### src/rtl/uart_boot_loader_if.sv
// Byte stream from the UART receiver and the instruction-memory write port
// of the boot loader. The loader uses the slave modport; the environment
// that feeds bytes and watches writes uses the master modport.
interface uart_boot_loader_if #(
  parameter int unsigned ADDR_W = 10
);
  logic              rx_valid;
  logic [7:0]        rx_data;
  logic              imem_we;
  logic [ADDR_W-1:0] imem_addr;
  logic [31:0]       imem_wdata;

  modport slave (
    input  rx_valid, rx_data,
    output imem_we, imem_addr, imem_wdata
  );

  modport master (
    output rx_valid, rx_data,
    input  imem_we, imem_addr, imem_wdata
  );
endinterface

### src/rtl/uart_boot_loader.sv
// UART boot loader: frames A5, LEN lo, LEN hi, N*4 payload bytes (LSB first),
// XOR checksum. Writes words to instruction memory from address 0 and holds
// the core in reset until a verified image is stored.
// Optional inter-byte timeout: define BOOT_TIMEOUT_EN.
module uart_boot_loader #(
  parameter int unsigned ADDR_W         = 10,
  parameter int unsigned TIMEOUT_CYCLES = 1000000
) (
  input  logic              clk,
  input  logic              rst,
  uart_boot_loader_if.slave bus,
  output logic              cpu_rst,
  output logic              done,
  output logic              error
);
  localparam int unsigned CNT_W     = ADDR_W + 1;
  localparam logic [16:0] MAX_WORDS = 17'(64'd1 << ADDR_W);
  localparam logic [7:0]  SYNC      = 8'hA5;

  typedef enum logic [2:0] {
    S_IDLE, S_LEN0, S_LEN1, S_DATA, S_CSUM, S_DONE, S_ERR
  } state_t;

  state_t            state_q, state_d;
  logic [15:0]       len_q, len_d;
  logic [CNT_W-1:0]  word_cnt_q, word_cnt_d;
  logic [1:0]        byte_cnt_q, byte_cnt_d;
  logic [23:0]       asm_q, asm_d;
  logic [7:0]        xsum_q, xsum_d;
  logic              we_q, we_d;
  logic [ADDR_W-1:0] addr_q, addr_d;
  logic [31:0]       wdata_q, wdata_d;
  logic              cpu_rst_d, done_d, error_d;
  logic [15:0]       n_c;
  logic              timeout_c;

  assign n_c            = {bus.rx_data, len_q[7:0]};
  assign bus.imem_we    = we_q;
  assign bus.imem_addr  = addr_q;
  assign bus.imem_wdata = wdata_q;

  // A zero timeout would fire on the first idle cycle of every frame.
  if (TIMEOUT_CYCLES == 0) begin : g_bad_timeout
    $error("TIMEOUT_CYCLES must be nonzero");
  end

`ifdef BOOT_TIMEOUT_EN
  localparam int unsigned TO_W = $clog2(TIMEOUT_CYCLES + 1);
  logic [TO_W-1:0] to_cnt_q;
  logic            active_c;

  assign active_c  = (state_q == S_LEN0) || (state_q == S_LEN1) ||
                     (state_q == S_DATA) || (state_q == S_CSUM);
  assign timeout_c = active_c && !bus.rx_valid &&
                     (to_cnt_q == TO_W'(TIMEOUT_CYCLES - 1));

  // Count consecutive idle cycles while a frame is in progress.
  always_ff @(posedge clk) begin
    if (rst || !active_c || bus.rx_valid) to_cnt_q <= '0;
    else                                  to_cnt_q <= to_cnt_q + TO_W'(1);
  end
`else
  assign timeout_c = 1'b0;
`endif

  // State and datapath registers; outputs are registered copies of *_d.
  always_ff @(posedge clk) begin
    if (rst) begin
      state_q    <= S_IDLE;
      len_q      <= '0;
      word_cnt_q <= '0;
      byte_cnt_q <= '0;
      asm_q      <= '0;
      xsum_q     <= '0;
      we_q       <= 1'b0;
      addr_q     <= '0;
      wdata_q    <= '0;
      cpu_rst    <= 1'b1;
      done       <= 1'b0;
      error      <= 1'b0;
    end else begin
      state_q    <= state_d;
      len_q      <= len_d;
      word_cnt_q <= word_cnt_d;
      byte_cnt_q <= byte_cnt_d;
      asm_q      <= asm_d;
      xsum_q     <= xsum_d;
      we_q       <= we_d;
      addr_q     <= addr_d;
      wdata_q    <= wdata_d;
      cpu_rst    <= cpu_rst_d;
      done       <= done_d;
      error      <= error_d;
    end
  end

  // Frame parser: every transition is gated by rx_valid except the timeout.
  always_comb begin
    state_d    = state_q;
    len_d      = len_q;
    word_cnt_d = word_cnt_q;
    byte_cnt_d = byte_cnt_q;
    asm_d      = asm_q;
    xsum_d     = xsum_q;
    we_d       = 1'b0;
    addr_d     = addr_q;
    wdata_d    = wdata_q;
    cpu_rst_d  = cpu_rst;
    done_d     = done;
    error_d    = error;

    if (timeout_c) begin
      state_d = S_ERR;
      error_d = 1'b1;
    end else if (bus.rx_valid) begin
      case (state_q)
        S_IDLE: begin
          if (bus.rx_data == SYNC) begin
            state_d    = S_LEN0;
            word_cnt_d = '0;
            byte_cnt_d = '0;
          end
        end
        S_LEN0: begin
          len_d[7:0] = bus.rx_data;
          xsum_d     = '0;
          state_d    = S_LEN1;
        end
        S_LEN1: begin
          len_d[15:8] = bus.rx_data;
          if (17'(n_c) > MAX_WORDS) begin
            state_d = S_ERR;
            error_d = 1'b1;
          end else if (n_c == 16'd0) begin
            state_d = S_CSUM;
          end else begin
            state_d = S_DATA;
          end
        end
        S_DATA: begin
          xsum_d     = xsum_q ^ bus.rx_data;
          byte_cnt_d = byte_cnt_q + 2'd1;
          case (byte_cnt_q)
            2'd0: asm_d[7:0]   = bus.rx_data;
            2'd1: asm_d[15:8]  = bus.rx_data;
            2'd2: asm_d[23:16] = bus.rx_data;
            default: begin
              we_d       = 1'b1;
              addr_d     = word_cnt_q[ADDR_W-1:0];
              wdata_d    = {bus.rx_data, asm_q};
              word_cnt_d = word_cnt_q + CNT_W'(1);
              if (17'(word_cnt_q) + 17'd1 == 17'(len_q)) state_d = S_CSUM;
            end
          endcase
        end
        S_CSUM: begin
          if (bus.rx_data == xsum_q) begin
            state_d   = S_DONE;
            done_d    = 1'b1;
            cpu_rst_d = 1'b0;
          end else begin
            state_d = S_ERR;
            error_d = 1'b1;
          end
        end
        S_DONE: begin
          state_d = S_DONE;
        end
        S_ERR: begin
          if (bus.rx_data == SYNC) begin
            state_d    = S_LEN0;
            error_d    = 1'b0;
            word_cnt_d = '0;
            byte_cnt_d = '0;
          end
        end
        default: state_d = S_IDLE;
      endcase
    end
  end
endmodule

### src/flat_wrapper.sv
// flat-port wrapper written by rule: the top's interface ports become plain ports
module uart_boot_loader_flat 
#(
  parameter int unsigned ADDR_W         = 10,
  parameter int unsigned TIMEOUT_CYCLES = 1000000
)
  (clk, rst, cpu_rst, done, error, bus_rx_valid, bus_rx_data, bus_imem_we, bus_imem_addr, bus_imem_wdata);
  uart_boot_loader_if #(.ADDR_W(ADDR_W)) bus_i ();
  input  logic clk;
  input  logic rst;
  output logic cpu_rst;
  output logic done;
  output logic error;
  input wire logic [$bits(bus_i.rx_valid)-1:0] bus_rx_valid;
  input wire logic [$bits(bus_i.rx_data)-1:0] bus_rx_data;
  output wire logic [$bits(bus_i.imem_we)-1:0] bus_imem_we;
  output wire logic [$bits(bus_i.imem_addr)-1:0] bus_imem_addr;
  output wire logic [$bits(bus_i.imem_wdata)-1:0] bus_imem_wdata;
  assign bus_i.rx_valid = bus_rx_valid;
  assign bus_i.rx_data = bus_rx_data;
  assign bus_imem_we = bus_i.imem_we;
  assign bus_imem_addr = bus_i.imem_addr;
  assign bus_imem_wdata = bus_i.imem_wdata;
  uart_boot_loader #(.ADDR_W(ADDR_W), .TIMEOUT_CYCLES(TIMEOUT_CYCLES)) u_core (.clk(clk), .rst(rst), .bus(bus_i), .cpu_rst(cpu_rst), .done(done), .error(error));
endmodule
### config.mk
export PLATFORM = sky130hd
export DESIGN_NAME = uart_boot_loader_flat
export DESIGN_NICKNAME = d
export VERILOG_FILES = /design/src/rtl/uart_boot_loader_if.sv /design/src/rtl/uart_boot_loader.sv /design/src/flat_wrapper.sv
export SDC_FILE = /design/constraint.sdc
export NUM_CORES = 1
export LEC_CHECK = 0
export CAP_MARGIN = 20
export CORE_AREA = 2 2 125 78
export DETAILED_ROUTE_END_ITERATION = 8
export DIE_AREA = 0 0 127 80
export GPL_ROUTABILITY_DRIVEN = 0
export PLACE_DENSITY = 0.85
export SYNTH_ARGS = -nofsm -noshare
export SYNTH_HDL_FRONTEND = slang
export SYNTH_SLANG_ARGS = --single-unit
export TNS_END_PERCENT = 50
### constraint.sdc
create_clock -name clk -period 2.5 [get_ports clk]
set_input_delay 0.25 -clock clk [delete_from_list [all_inputs] [get_ports clk]]
set_output_delay 0.25 -clock clk [all_outputs]
set_load 0.05 [all_outputs]
==> results.sh, run 1 <==
export IMPL_status="complete, no violations"
export IMPL_fin_ws_ns=0.245
export IMPL_reg2regPathDepth=6
export IMPL_synth_compound_area_share=0.163
export IMPL_synth_fp_nets=654
export IMPL_min_path_cells=2
export IMPL_rr_endpoint="u_core.state_q[1]$_SDFFE_PP0P_"
export IMPL_cts_resized=0
export IMPL_synth_simple_area_share=0.268
export IMPL_nNetsFinal=690
export IMPL_power_leakage_nw=2.01
export IMPL_clk_latency_ns=0.34
export IMPL_ant_nets=0
export IMPL_drive_gt1_frac=0.0663
export IMPL_wl_per_cell_um=16.1
export IMPL_clock_sinks=110
export IMPL_final_fill_count=743
export IMPL_hold_viol=0
export IMPL_htree_levels=3
export IMPL_die_y_um=80
export IMPL_synth_distinct_cells=53
export IMPL_crit_type="reg -> reg"
export IMPL_routed_wirelength_um=12800
export IMPL_synth_xor_area_share=0.0319
export IMPL_die_x_um=127
export IMPL_worstPathMaxFanout=9
export IMPL_drc=0
export IMPL_gr_total_overflow=0
export IMPL_dr_pass1_iters=5
export IMPL_post_place_ws_ns=0.200
export IMPL_min_from="u_core.bus.imem_wdata[7]$_SDFFE_PP0P_"
export IMPL_ir_drop_mv=0.374
export IMPL_core_area_sq_um=8990
export IMPL_worstHoldEndpoint="u_core.bus.imem_wdata[7]$_SDFFE_PP0P_"
export IMPL_grt_pass1_vias=4480
export IMPL_synth_ff_type="dfxtp_1"
export IMPL_p_per_area_nw_per_um2=616
export IMPL_syn_inst=638
export IMPL_synth_mux_area_frac=0.0225
export IMPL_cp_required_ns=2.74
export IMPL_arrival_ns=2.49
export IMPL_hp_class="reg -> reg"
export IMPL_grt_pass1_wl_um=20900
export IMPL_rsz0062_at_grt="no"
export IMPL_tightestPinTransition_ns=1.13
export IMPL_die_area_sq_um=10200
export IMPL_syn_cell_area_sq_um=4940
export IMPL_antennaDiodeCount=0
export IMPL_start_util=0.550
export IMPL_root_buffer="clkbuf_16"
export IMPL_place_port_buffers=56
export IMPL_area_growth_pct=19.2
export IMPL_drtIter0Drc=468
export IMPL_reg2reg_setup_slack_ns=0.25
export IMPL_vias=4711
export IMPL_cts_tree="yes"
export IMPL_critPathLaunchType="flop"
export IMPL_fin_worst_skew_ns=0.00871
export IMPL_yosysSeqAreaShare=0.446
export IMPL_antenna_found_initial=0
export IMPL_hpwl_um=8800
export IMPL_yosys_warnings=0
export IMPL_synth_area_per_cell_sq_um=7.74
export IMPL_r2r_start="u_core.word_cnt_q[0]$_SDFFE_PP0P_"
export IMPL_tns_ns=0
export IMPL_synth_top_family_by_area="simple AND/OR/NAND/NOR gates"
export IMPL_fmax_ghz=0.444
export IMPL_cts_buffer_depth=2
export IMPL_clk_pin_slew_ns=0.07
export IMPL_synthAdderAreaFrac=0.0127
export IMPL_crit_path_end_kind="flop"
export IMPL_setup_violations=0
export IMPL_slew_headroom=0.248
export IMPL_grt_max_degree=113
export IMPL_synth_seq_cells=110
export IMPL_fin_crit_sh=0.902
export IMPL_cts_hold_buffers=0
export IMPL_drv_slew=0
export IMPL_row_count=27
export IMPL_synthArstFlopShare=0
export IMPL_grt_usage=0.259
export IMPL_io_pins=57
export IMPL_post_cts_buffers=0
export IMPL_tritoncts_num_buffers=9
export IMPL_fin_crit_ns=2.25
export IMPL_drv_cap=0
export IMPL_avgViaCountPerCell=5.93
export IMPL_synth_edff_count=0
cells in the mapped netlist, drive strengths merged (2+ instances only):
cell,count,area share
nor2b,12,0.015
nand3b,2,0.0030
nor2,45,0.034
nand3,34,0.035
a211oi,2,0.0030
o211ai,2,0.0030
dfxtp,110,0.45
or4,2,0.0030
buf,19,0.022
a2111oi,3,0.0066
nor3,9,0.013
nand2b,7,0.0089
a31oi,3,0.0038
or3,9,0.011
xor2,7,0.012
and2,6,0.0076
clkbuf,35,0.027
nand2,143,0.11
and4,3,0.0053
o21ai,20,0.020
mux2i,10,0.020
xnor2,11,0.020
a21oi,99,0.10
nor4,4,0.0051
inv,9,0.0068
a22oi,3,0.0046
nand4,4,0.0051
and3,3,0.0038
a21o,2,0.0030
ha,5,0.013
routing by layer:
layer,global-route usage,part of all wire,vias to the layer above
met3,0.0670,0.083,33
li1,-,-,2226
met1,0.336,0.43,2210
met5,0,0,-
met4,0.0846,0.021,0
met2,0.426,0.46,242
worst max-delay path, stage by stage (launching register included):
cell	delay, ns
dfxtp_1	0.51
nand3_1	0.24
or3_1	0.43
mux2i_1	0.13
nor3_1	0.29
a41oi_1	0.25
o31a_1	0.30
where the power goes:
group	switching [W]	internal [W]
Combinational	0.000206	0.000114
Sequential	0.0000289	0.00177
Clock	0.000628	0.000881
state kept, by name, indices dropped and copies added, names as in the netlist:
signal / flops
u_core.byte_cnt_q: 2
u_core.error: 1
u_core.bus.imem_addr: 10
u_core.cpu_rst: 1
u_core.done: 1
u_core.xsum_q: 8
u_core.asm_q: 24
u_core.bus.imem_we: 1
u_core.len_q: 16
u_core.bus.imem_wdata: 32
u_core.word_cnt_q: 11
u_core.state_q: 3
layout by cell type, fill, tap and decap left out, drive strengths merged, types with 9 or more instances in the layout:
cell type / count
nand2: 143
dfxtp: 110
a21oi: 99
clkdlybuf4s50: 55
nor2: 45
nand3: 34
buf: 24
o21ai: 20
nor2b: 12
xnor2: 11
clkbuf: 11
mux2i: 10
inv: 9
or3: 9
nor3: 9
kinds of logic after synthesis:
logic type,Yosys count
adder cells (fa/ha/maj),5
flip-flops,110
AND/OR/NAND/NOR,287
multiplexers,11
buffers and inverters,63
AO/OA/AOI/OAI,144
XOR/XNOR,18
worst max-delay path by stage:
stage	startpoint	to	cells after the start	slack (ns)
after global placement	bus_rx_data[3]	u_core.word_cnt_q[9]$_SDFFE_PP0P_	8	0.27
final	u_core.word_cnt_q[0]$_SDFFE_PP0P_	u_core.state_q[1]$_SDFFE_PP0P_	6	0.25
after global routing	u_core.word_cnt_q[0]$_SDFFE_PP0P_	u_core.state_q[1]$_SDFFE_PP0P_	6	0.14
after floorplan	u_core.word_cnt_q[1]$_SDFFE_PP0P_	u_core.state_q[1]$_SDFFE_PP0P_	7	0.53
after detailed placement	bus_rx_data[6]	u_core.word_cnt_q[5]$_SDFFE_PP0P_	8	0.20
after CTS	u_core.word_cnt_q[0]$_SDFFE_PP0P_	u_core.state_q[1]$_SDFFE_PP0P_	6	0.28
per-stage QoR:
stage / hold slack [ns] / util / power (W) / instance area, sq um / cells
after floorplan: 0.426 / - / 0.00205 / 4940 / 638
after global placement: 0.437 / 0.620 / 0.00213 / 5570 / 779
final: 0.452 / 0.655 / 0.00363 / 5890 / 795
after global routing: 0.468 / 0.655 / 0.00374 / 5890 / 795
after detailed placement: 0.444 / 0.620 / 0.00215 / 5570 / 779
after CTS: 0.454 / 0.655 / 0.00364 / 5890 / 795
final cells by class:
type / instances / area, sq um / area share
multi-input combinational: 465 / 2460 / 0.418
clock buffer: 11 / 233 / 0.0395
timing repair buffer: 79 / 731 / 0.124
clock inverter: 5 / 83.8 / 0.0142
sequential: 110 / 2200 / 0.374
inverter: 9 / 33.8 / 0.00574
tap: 116 / 145 / 0.0246
(Power assumes the default switching activity.)
==> run 2, diff against run 1 <==
- CORE_AREA: 2 2 125 78 -> 2 2 132 82
- DIE_AREA: 0 0 127 80 -> 0 0 134 84
- PLACE_DENSITY: 0.85 -> 0.8
- clock period: 2.5 -> 1.97 ns (I/O delays scaled with it)
==> run 2 against run 1 <==
- flip-flop and latch count stayed put
- final cell count is 8.3% higher
- global-route usage shrank 1.0 points
- sequential power up 26%
- wire length grew 9.1%
- die area is 11% higher
- critical path depth rose by 3
- combinational power is 53% higher
==> results.sh, run 2 (synthesized netlist as in run 1, its figures left out) <==
export IMPL_place_port_buffers=56
export IMPL_htree_levels=3
export IMPL_critPathLaunchType="flop"
export IMPL_tightestPinTransition_ns=0.823
export IMPL_fin_crit_ns=1.95
export IMPL_slowest_stage="or3_1"
export IMPL_final_cell_mix="141 x nand2_1, 108 x dfxtp_1, 99 x a21oi_1"
export IMPL_grt_busiest_layer="met2"
export IMPL_fin_crit_sh=0.990
export IMPL_area_growth_pct=29.2
export IMPL_final_fill_count=844
export IMPL_clock_sinks=110
export IMPL_cp_required_ns=2.22
export IMPL_arrival_ns=2.20
export IMPL_gr_total_overflow=0
export IMPL_multi_input_area_sq_um=2550
export IMPL_drv_cap=0
export IMPL_row_count=29
export IMPL_largest_reg_flops=32
export IMPL_grt_util_met3=0.0619
export IMPL_drtIter0Drc=432
export IMPL_cts_tree="yes"
export IMPL_antenna_found_initial=0
export IMPL_r2r_start="u_core.word_cnt_q[9]$_SDFFE_PP0P_"
export IMPL_drc=0
export IMPL_io_pins=57
export IMPL_hp_class="in -> reg"
export IMPL_use_met1=0.329
export IMPL_drive_gt1_frac=0.147
export IMPL_drv_slew=0
export IMPL_wl_per_cell_um=16.3
export IMPL_critPathMaxStageDelay_ns=0.38
export IMPL_vias=4850
export IMPL_tns_ns=0
export IMPL_die_x_um=134
export IMPL_clk_latency_ns=0.36
export IMPL_fin_worst_skew_ns=0.00882
export IMPL_avgViaCountPerCell=5.63
export IMPL_grt_max_degree=81
export IMPL_final_seq_area_sq_um=2210
export IMPL_fin_cells=861
export IMPL_crit_chain="buf_4, nand4_1, buf_4, nor2_1, or3_1, a21oi_1, a41oi_2, buf_4, mux2i_1"
export IMPL_clk_pin_slew_ns=0.07
export IMPL_dr_pass1_iters=7
export IMPL_die_y_um=84
export IMPL_setup_violations=0
export IMPL_worstPathMaxFanout=7
export IMPL_die_area_sq_um=11300
export IMPL_hold_viol=0
export IMPL_routed_wirelength_um=14000
export IMPL_grt_pass1_wl_um=22300
export IMPL_power_leakage_nw=2.27
export IMPL_grt_usage=0.249
export IMPL_crit_top_cell="buf_4"
export IMPL_cts_buffer_depth=2
export IMPL_crit_type="reg -> reg"
export IMPL_layout_commonest_cell="nand2_1"
export IMPL_status="complete, no violations"
export IMPL_startpoint="u_core.word_cnt_q[9]$_SDFFE_PP0P_"
export IMPL_crit_family="simple AND/OR/NAND/NOR gates"
export IMPL_dp_cells=845
export IMPL_crit_path_end_kind="flop"
export IMPL_root_buffer="clkbuf_16"
export IMPL_crit_buf_inv=3
export IMPL_core_area_sq_um=10200
export IMPL_ant_nets=0
export IMPL_start_util=0.484
export IMPL_tritoncts_num_buffers=9
export IMPL_grt_pass1_vias=4625
export IMPL_antennaDiodeCount=0
export IMPL_fmax_ghz=0.513
export IMPL_min_from="rst"
export IMPL_rsz0062_at_grt="yes"
export IMPL_hpwl_um=9500
export IMPL_grt_use_met2=0.401
export IMPL_slew_headroom=0.452
export IMPL_ir_drop_mv=0.458
export IMPL_nNetsFinal=733
export IMPL_p_per_area_nw_per_um2=745
## run 2: cell types whose count changed in the layout (fill, tap and decap cells not counted), sizes merged
cell and change:
clkinvlp -2, buf +43, inv +3, clkinv +1, clkbuf -2
## run 2: metrics by stage
| step | hold WS (ns) | power (W) | util | cell area [sq um] | worst slack [ns] |
|---|---|---|---|---|---|
| detailed placement | 0.446 | 0.00278 | 0.582 | 5940 | -0.245 |
| floorplan | 0.373 | 0.00260 | - | 4940 | 0.00259 |
| finish | 0.414 | 0.00475 | 0.626 | 6380 | 0.0192 |
| global route | 0.434 | 0.00490 | 0.626 | 6380 | -0.0482 |
| CTS | 0.407 | 0.00476 | 0.620 | 6330 | -0.00264 |
| global placement | 0.438 | 0.00276 | 0.582 | 5940 | -0.192 |
## run 2: power breakdown
| group | switching, W | internal, W |
|---|---|---|
| sequential | 0.0000290 | 0.00224 |
| combinational | 0.000295 | 0.000194 |
| clock | 0.000860 | 0.00113 |
## run 2: layout make-up
class / count / share of cell area
tap: 139 / 0.0273
clock inverter: 7 / 0.0163
sequential: 110 / 0.346
clock buffer: 9 / 0.0353
multi-input combinational: 465 / 0.401
inverter: 9 / 0.00530
timing repair buffer: 122 / 0.169
## run 2: timing repair
item | in CTS | in global routing
hold buffers | 0 | 0
buffers inserted | 1 | 0
pin swaps | 8 | 5
resized for setup | 12 | 16
setup endpoints to repair | 4 | 15
endpoints found under the hold margin | 0 | 0
## run 2: metal layers
metal / vias up / wire (um) / part of all wire
met4: 0 / 219 / 0.016
met5: - / 0 / 0
met1: 2304 / 6150 / 0.44
met3: 20 / 1150 / 0.082
li1: 2312 / - / -
met2: 214 / 6480 / 0.46
## run 2: worst paths after layout
check                                 endpoint  slack [ns]  depth (start not counted)
max             u_core.state_q[0]$_SDFFE_PP0P_        0.02                          9
min          u_core.word_cnt_q[0]$_SDFFE_PP0P_        0.41                          2
max reg2reg     u_core.state_q[0]$_SDFFE_PP0P_        0.02                          9
min reg2reg           u_core.done$_SDFFE_PP0P_        0.45                          2
